**config.mk**
```make
export PLATFORM = sky130hd
export DESIGN_NAME = phase_lag_meter
export DESIGN_NICKNAME = d
export VERILOG_FILES = /design/src/rtl/phase_meter_pkg.sv /design/src/rtl/phase_lag_meter_sync_edge_det.sv /design/src/rtl/phase_lag_meter.sv
export SDC_FILE = /design/constraint.sdc
export NUM_CORES = 1
export LEC_CHECK = 0
export ABC_AREA = 1
export CAP_MARGIN = 30
export CORE_MARGIN = 5
export CORE_UTILIZATION = 25
export CTS_BUF_LIST = sky130_fd_sc_hd__clkbuf_8
export DETAILED_ROUTE_END_ITERATION = 7
export PLACE_DENSITY_LB_ADDON = 0.1
export SLEW_MARGIN = 20
export SYNTH_ARGS = -nofsm -noshare
export SYNTH_HDL_FRONTEND = slang
export SYNTH_SLANG_ARGS = --single-unit
```
**constraint.sdc**
```tcl
create_clock -name clk -period 3.4 [get_ports clk]
set_input_delay 0.34 -clock clk [delete_from_list [all_inputs] [get_ports clk]]
set_output_delay 0.34 -clock clk [all_outputs]
set_load 0.02 [all_outputs]
```
**src/rtl/phase_meter_pkg.sv**
```systemverilog
// phase_meter_pkg: shared types and constants for phase_lag_meter.
// Holds the measurement FSM encoding and a signed saturation helper.
package phase_meter_pkg;

  localparam int CNT_W_DEF   = 12;
  localparam int TIMEOUT_DEF = 4095;

  typedef enum logic [1:0] {
    IDLE     = 2'd0,
    REF_LEAD = 2'd1,
    FB_LEAD  = 2'd2
  } state_e;

  function automatic logic signed [31:0] sat_s32(
    input logic signed [31:0] v,
    input int                 lim
  );
    logic signed [31:0] hi;
    logic signed [31:0] lo;
    hi = lim;
    lo = -lim;
    if (v > hi) begin
      sat_s32 = hi;
    end else if (v < lo) begin
      sat_s32 = lo;
    end else begin
      sat_s32 = v;
    end
  endfunction

endpackage

```
**src/rtl/phase_lag_meter_sync_edge_det.sv**
```systemverilog
// sync_edge_det: N-flop synchronizer followed by a registered rise flag.
// Pin-to-flag latency is STAGES+1 clock edges.
module sync_edge_det #(
  parameter int STAGES = 2
) (
  input  logic clk,
  input  logic rst_n,
  input  logic d,
  output logic rise
);

  logic [STAGES-1:0] sync_q, sync_d;
  logic              last_q, last_d;
  logic              rise_q, rise_d;

  always_comb begin
    sync_d = {sync_q[STAGES-2:0], d};
    last_d = sync_q[STAGES-1];
    rise_d = sync_q[STAGES-1] & ~last_q;
  end

  always_ff @(posedge clk or negedge rst_n) begin
    if (!rst_n) begin
      sync_q <= '0;
      last_q <= 1'b0;
      rise_q <= 1'b0;
    end else begin
      sync_q <= sync_d;
      last_q <= last_d;
      rise_q <= rise_d;
    end
  end

  assign rise = rise_q;

endmodule

```
**src/rtl/phase_lag_meter.sv**
```systemverilog
// phase_lag_meter: signed ref/fb edge lag in clk cycles over valid/ready.
// Optional `PHASE_AVG_EN averages 2**AVG_LOG2 results per output.
module phase_lag_meter
  import phase_meter_pkg::*;
#(
  parameter int CNT_W       = CNT_W_DEF,
  parameter int SYNC_STAGES = 2,
  parameter int TIMEOUT     = TIMEOUT_DEF,
  parameter int AVG_LOG2    = 3
) (
  input  logic               clk,
  input  logic               rst_n,
  input  logic               en,
  input  logic               ref_in,
  input  logic               fb_in,
  output logic               err_valid,
  input  logic               err_ready,
  output logic signed [CNT_W:0] err,
  output logic               err_timeout,
  output logic               slip,
  output logic               overrun
);

  localparam int ERR_W = CNT_W + 1;
  localparam logic [CNT_W:0] TO_V = ERR_W'(TIMEOUT);

  logic ref_rise, fb_rise;

  sync_edge_det #(.STAGES(SYNC_STAGES)) u_ref (
    .clk  (clk),
    .rst_n(rst_n),
    .d    (ref_in),
    .rise (ref_rise)
  );

  sync_edge_det #(.STAGES(SYNC_STAGES)) u_fb (
    .clk  (clk),
    .rst_n(rst_n),
    .d    (fb_in),
    .rise (fb_rise)
  );

  state_e                   state_q, state_d;
  logic [CNT_W-1:0]         cnt_q, cnt_d;
  logic                     slip_q, slip_d;
  logic [CNT_W:0]           cnt_inc;
  logic signed [31:0]       mag32, raw32, sat32;
  logic                     res_v, res_to;
  logic signed [ERR_W-1:0]  res_val;

  always_comb begin
    state_d = state_q;
    cnt_d   = cnt_q;
    slip_d  = slip_q;
    res_v   = 1'b0;
    res_to  = 1'b0;
    raw32   = '0;
    cnt_inc = {1'b0, cnt_q} + 1'b1;
    mag32   = 32'(cnt_inc);
    if (!en) begin
      state_d = IDLE;
      cnt_d   = '0;
    end else begin
      unique case (state_q)
        IDLE: begin
          cnt_d = '0;
          if (ref_rise && fb_rise) begin
            res_v = 1'b1;
          end else if (ref_rise) begin
            state_d = REF_LEAD;
          end else if (fb_rise) begin
            state_d = FB_LEAD;
          end
        end
        REF_LEAD, FB_LEAD: begin
          cnt_d = cnt_inc[CNT_W-1:0];
          // The lagging edge wins over timeout; a repeated lead edge restarts.
          if ((state_q == REF_LEAD) ? fb_rise : ref_rise) begin
            res_v   = 1'b1;
            state_d = IDLE;
          end else if (cnt_inc == TO_V) begin
            res_v   = 1'b1;
            res_to  = 1'b1;
            state_d = IDLE;
          end else if ((state_q == REF_LEAD) ? ref_rise : fb_rise) begin
            slip_d = 1'b1;
            cnt_d  = '0;
          end
          raw32 = (state_q == REF_LEAD) ? mag32 : -mag32;
        end
        default: begin
          state_d = IDLE;
          cnt_d   = '0;
        end
      endcase
    end
    sat32   = sat_s32(raw32, TIMEOUT);
    res_val = sat32[ERR_W-1:0];
  end

  logic                    out_v, out_to;
  logic signed [ERR_W-1:0] out_val;

`ifdef PHASE_AVG_EN
  localparam int ACC_W = ERR_W + AVG_LOG2;

  logic signed [ACC_W-1:0] acc_q, acc_d, sum, shr;
  logic [AVG_LOG2-1:0]     win_q, win_d;
  logic                    tacc_q, tacc_d;

  always_comb begin
    acc_d   = acc_q;
    win_d   = win_q;
    tacc_d  = tacc_q;
    out_v   = 1'b0;
    out_to  = tacc_q | res_to;
    sum     = acc_q + {{AVG_LOG2{res_val[ERR_W-1]}}, res_val};
    shr     = sum >>> AVG_LOG2;
    out_val = shr[ERR_W-1:0];
    if (!en) begin
      acc_d  = '0;
      win_d  = '0;
      tacc_d = 1'b0;
    end else if (res_v) begin
      if (&win_q) begin
        out_v  = 1'b1;
        acc_d  = '0;
        win_d  = '0;
        tacc_d = 1'b0;
      end else begin
        acc_d  = sum;
        win_d  = win_q + AVG_LOG2'(1);
        tacc_d = out_to;
      end
    end
  end

  always_ff @(posedge clk or negedge rst_n) begin
    if (!rst_n) begin
      acc_q  <= '0;
      win_q  <= '0;
      tacc_q <= 1'b0;
    end else begin
      acc_q  <= acc_d;
      win_q  <= win_d;
      tacc_q <= tacc_d;
    end
  end
`else
  always_comb begin
    out_v   = res_v;
    out_to  = res_to;
    out_val = res_val;
  end
`endif

  logic                    valid_q, valid_d;
  logic                    to_q, to_d;
  logic                    ovr_q, ovr_d;
  logic signed [ERR_W-1:0] err_q, err_d;
  logic                    fire;

  always_comb begin
    valid_d = valid_q;
    to_d    = to_q;
    ovr_d   = ovr_q;
    err_d   = err_q;
    fire    = valid_q & err_ready;
    if (out_v) begin
      if (!valid_q || fire) begin
        valid_d = 1'b1;
        err_d   = out_val;
        to_d    = out_to;
      end else begin
        ovr_d = 1'b1;
      end
    end else if (fire) begin
      valid_d = 1'b0;
    end
  end

  always_ff @(posedge clk or negedge rst_n) begin
    if (!rst_n) begin
      state_q <= IDLE;
      cnt_q   <= '0;
      slip_q  <= 1'b0;
      valid_q <= 1'b0;
      to_q    <= 1'b0;
      ovr_q   <= 1'b0;
      err_q   <= '0;
    end else begin
      state_q <= state_d;
      cnt_q   <= cnt_d;
      slip_q  <= slip_d;
      valid_q <= valid_d;
      to_q    <= to_d;
      ovr_q   <= ovr_d;
      err_q   <= err_d;
    end
  end

  assign err_valid   = valid_q;
  assign err         = err_q;
  assign err_timeout = to_q;
  assign slip        = slip_q;
  assign overrun     = ovr_q;

endmodule
```
==> metrics.txt <==
# TYPE chip_impl_metric gauge
chip_impl_info{name="netlist_top_cells_area",value="dfrtp_1 38%, nand2_1 14%, inv_1 10%"} 1
chip_impl_metric{name="power_per_standard_cell_area",unit="nW/um^2"} 663.6
chip_impl_metric{name="post-dp-hpwl",unit="mm"} 4.702
chip_impl_metric{name="synth-edff-count",unit=""} 0
chip_impl_metric{name="antenna_violations_before_repair",unit=""} 0
chip_impl_metric{name="pin_count_of_the_biggest_net_entering_global_routing",unit=""} 26
chip_impl_metric{name="synth_seq_area_share",unit=""} 0.3785
chip_impl_info{name="synth.most_common_cell",value="nand2_1"} 1
chip_impl_metric{name="worst_skew_pair.late_latency",unit="ns"} 0.30
chip_impl_metric{name="layout_min_cycle_time",unit="ns"} 2.932
chip_impl_metric{name="gr-usage-all-layers",unit=""} 0.1010
chip_impl_metric{name="power_leakage",unit="uW"} 0.001577
chip_impl_metric{name="placed_cell_area",unit="sq um"} 2954
chip_impl_metric{name="boundaryPins",unit=""} 23
chip_impl_metric{name="numPortBuffers",unit=""} 22
chip_impl_metric{name="die_w",unit="um"} 111.6
chip_impl_metric{name="critPathArrivalTime",unit="ns"} 3.11
chip_impl_info{name="critPathSlowestCell",value="dfrtp_1"} 1
chip_impl_info{name="worstReg2RegStart",value="cnt_q[0]$_DFF_PN0_"} 1
chip_impl_metric{name="setup_tns",unit="ns"} 0
chip_impl_metric{name="num-fill-cells",unit=""} 1152
chip_impl_metric{name="skew",unit="ns"} 0.01117
chip_impl_metric{name="cts_max_level",unit=""} 2
chip_impl_metric{name="seqCellArea",unit="sq um"} 975.9
chip_impl_metric{name="vias_per_cell",unit=""} 4.162
chip_impl_metric{name="overflow",unit=""} 0
chip_impl_metric{name="drt_drc_violations_left",unit=""} 0
chip_impl_metric{name="postSynthCellCount",unit=""} 367
chip_impl_metric{name="floorplan.core_area",unit="sq um"} 10180
chip_impl_info{name="most_instantiated_flip_flop_cell_in_the_synthesis_netlist",value="dfrtp_1"} 1
chip_impl_metric{name="rows",unit=""} 37
chip_impl_metric{name="postCtsResizedCells",unit=""} 0
chip_impl_metric{name="crit_fanout",unit=""} 11
chip_impl_metric{name="dieHeight",unit="um"} 111.6
chip_impl_metric{name="place_ws",unit="ns"} 0.4510
chip_impl_metric{name="synth.distinct_cells",unit=""} 29
chip_impl_metric{name="report.final.hold_viol_count",unit=""} 0
chip_impl_info{name="outcome",value="complete, no violations"} 1
chip_impl_metric{name="floorplan.initialDensity",unit=""} 0.2532
chip_impl_metric{name="cts.reportedPaths.clkPinSlew",unit="ns"} 0.09
chip_impl_metric{name="cts-buffers-inserted",unit=""} 5
chip_impl_metric{name="nets",unit=""} 407
chip_impl_metric{name="clk_path_buf_depth",unit=""} 2
chip_impl_metric{name="yosysTopAreaCellShare",unit=""} 0.3785
chip_impl_metric{name="worst_ep_required",unit="ns"} 3.58
chip_impl_metric{name="number_of_placed_instances_taps_included",unit=""} 522
chip_impl_metric{name="yosys_register_bits",unit=""} 39
chip_impl_metric{name="cts_post_setup_buffers_inserted",unit=""} 0
chip_impl_metric{name="number_of_hold_buffers_added_after_cts",unit=""} 1
chip_impl_metric{name="post_route_cells_drive_above_1_share",unit=""} 0.1468
chip_impl_metric{name="number_of_iterations_in_the_first_detailed_routing_pass",unit=""} 4
chip_impl_metric{name="totalPowerFinal",unit="uW"} 2044
chip_impl_metric{name="tightest_slew",unit="ns"} 0.5680
chip_impl_metric{name="avgRoutedWirePerCell",unit="um"} 11.28
chip_impl_metric{name="synthArstFlopShare",unit=""} 1.000
chip_impl_info{name="rsz0062_at_grt",value="no"} 1
chip_impl_info{name="crit_chain",value="ha_1 > nand2_2 > inv_1 > nand3_1 > nand2_2 > nor2_1 > nand3_2 > nor3_1 > ha_1 > a21oi_1 > nand3_1 > nand2_1 > inv_1 > nor2_4 > a21oi_1"} 1
chip_impl_info{name="min_path_type",value="reg2reg"} 1
chip_impl_metric{name="syn_nets",unit=""} 380
chip_impl_info{name="synthDominantAreaCellType",value="dfrtp_1"} 1
chip_impl_metric{name="layout_worst_path_cycle_share",unit=""} 0.8624
chip_impl_info{name="holdCritStartpoint",value="u_ref.sync_q[0]$_DFF_PN0_"} 1
chip_impl_metric{name="cap_violations",unit=""} 0
chip_impl_metric{name="slew_headroom",unit=""} 0.6209
chip_impl_metric{name="post-route-cell-area",unit="sq um"} 3080
chip_impl_info{name="tritoncts",value="yes"} 1
chip_impl_metric{name="final_cell_count_no_fill",unit=""} 531
chip_impl_metric{name="grt_first_pass_wirelength",unit="mm"} 10.54
chip_impl_metric{name="synth.yosys.warnings",unit=""} 0
chip_impl_metric{name="drt_first_iter_violations",unit=""} 94
chip_impl_info{name="crit_family",value="simple AND/OR/NAND/NOR gates"} 1
chip_impl_metric{name="timing.critical_path.slowest_cell_delay",unit="ns"} 0.48
chip_impl_info{name="clockRootBuffer",value="clkbuf_8"} 1
chip_impl_info{name="setup.worst_path.class",value="reg2reg"} 1
chip_impl_metric{name="tritoncts_num_sinks",unit=""} 39
chip_impl_metric{name="finalSetupViolations",unit=""} 0
chip_impl_metric{name="die_area",unit="sq um"} 12450
chip_impl_metric{name="synth.avg_cell_area",unit="sq um"} 7.026
chip_impl_metric{name="area_growth",unit="%"} 19.46
chip_impl_info{name="yosys-top-cells-count",value="93 x nand2_1, 71 x inv_1, 43 x nor2_1"} 1
chip_impl_info{name="startpoint",value="cnt_q[0]$_DFF_PN0_"} 1
chip_impl_metric{name="antenna_diode_count",unit=""} 0
chip_impl_metric{name="timing_max_transition_violations_final",unit=""} 0
chip_impl_info{name="endpoint_kind",value="register"} 1
chip_impl_metric{name="grt_pass1_vias",unit=""} 2258
chip_impl_info{name="worstSetupStartpointType",value="register"} 1
chip_impl_metric{name="fmaxAchievable",unit="MHz"} 341.1
chip_impl_metric{name="syn-cell-area",unit="sq um"} 2579
chip_impl_metric{name="worst-path-buf-inv",unit=""} 2
chip_impl_metric{name="place_congestion",unit=""} 0.8000
chip_impl_metric{name="routed_wl",unit="mm"} 5.992
chip_impl_metric{name="antenna_violating_nets_post_route",unit=""} 0
chip_impl_metric{name="max-vdd-ir-drop",unit="mV"} 0.2845
chip_impl_metric{name="setup_ws",unit="ns"} 0.4680
chip_impl_metric{name="multi_input_area",unit="sq um"} 1269
chip_impl_metric{name="route.vias.total",unit=""} 2210
==> cells by family (layout without fill, tap and decap cells) <==
logic type / count (synthesis) / after routing / share of synthesized area
AND/OR/NAND/NOR: 208 / 208 / 0.3746
XOR/XNOR: 1 / 1 / 0.003397
flip-flops: 39 / 39 / 0.3785
adder cells (fa/ha/maj): 7 / 7 / 0.03396
AO/OA/AOI/OAI: 30 / 30 / 0.08006
buffers and inverters: 82 / 110 / 0.1295
==> state kept, by name (all words and copies together), names as in the netlist <==
register      cells
slip              1
cnt_q            12
u_ref.last_q      1
u_ref.rise        1
u_fb.sync_q       2
u_fb.rise         1
err              13
u_ref.sync_q      2
err_valid         1
state_q           2
overrun           1
u_fb.last_q       1
err_timeout       1
==> layout by cell type, fill, tap and decap left out, types with 2 or more instances in the layout <==
cell             netlist  layout
nand2_1               93      93
o21ai_0                7       7
nor2_4                 3       3
nand4_1                3       3
ha_1                   7       7
inv_2                  4       4
nor2_1                43      43
nand3b_1               4       4
a21oi_1                6       6
nor2_2                 5       5
nand3_2                3       3
dfrtp_1               39      39
a21oi_2               10      10
clkbuf_8               0       5
o31ai_1                2       2
nor3_1                 3       3
inv_1                 71      71
clkdlybuf4s50_1        0      21
nand3_1               32      32
buf_4                  0       3
nand2_2               17      17
==> final timing paths <==
path / slack, ns / to / cells past startpoint
worst max-delay path: 0.47 / err[1]$_DFFE_PN0P_ / 15
worst min-delay path: 0.36 / u_ref.sync_q[1]$_DFF_PN0_ / 0
worst max register to register: 0.47 / err[1]$_DFFE_PN0P_ / 15
worst min register to register: 0.36 / u_ref.sync_q[1]$_DFF_PN0_ / 0
max in group asynchronous: 2.44 / err[7]$_DFFE_PN0P_ / 3
min in group asynchronous: 0.49 / cnt_q[3]$_DFF_PN0_ / 2
==> report_power, final <==
| group | internal, uW | switching, uW |
|---|---|---|
| Sequential | 559 | 56.6 |
| Combinational | 395 | 621 |
| Clock | 223 | 189 |
==> area by class of cell <==
type	instances	area share
Multi-Input combinational cell	246	0.4119
Sequential cell	39	0.3168
Inverter	75	0.09139
Timing Repair Buffer	27	0.08692
Tap cell	136	0.05524
Clock buffer	5	0.02234
Clock inverter	3	0.01543
==> metrics by stage <==
step / hold slack [ns] / util
global route: 0.3650 / 0.3025
CTS: 0.3616 / 0.3025
detailed placement: 0.2940 / 0.2900
floorplan: 0.04441 / -
finish: 0.3564 / 0.3025
global placement: 0.3351 / 0.2881
==> layer usage <==
layer / up-vias / GRT usage / routed length, um
met5: - / 0 / 0
met2: 24 / 0.1757 / 2928
met1: 1015 / 0.1266 / 2808
met3: 6 / 0.02391 / 190
li1: 1165 / - / -
met4: 0 / 0.02352 / 65
No activity file was read; power rests on OpenSTA's default activity.
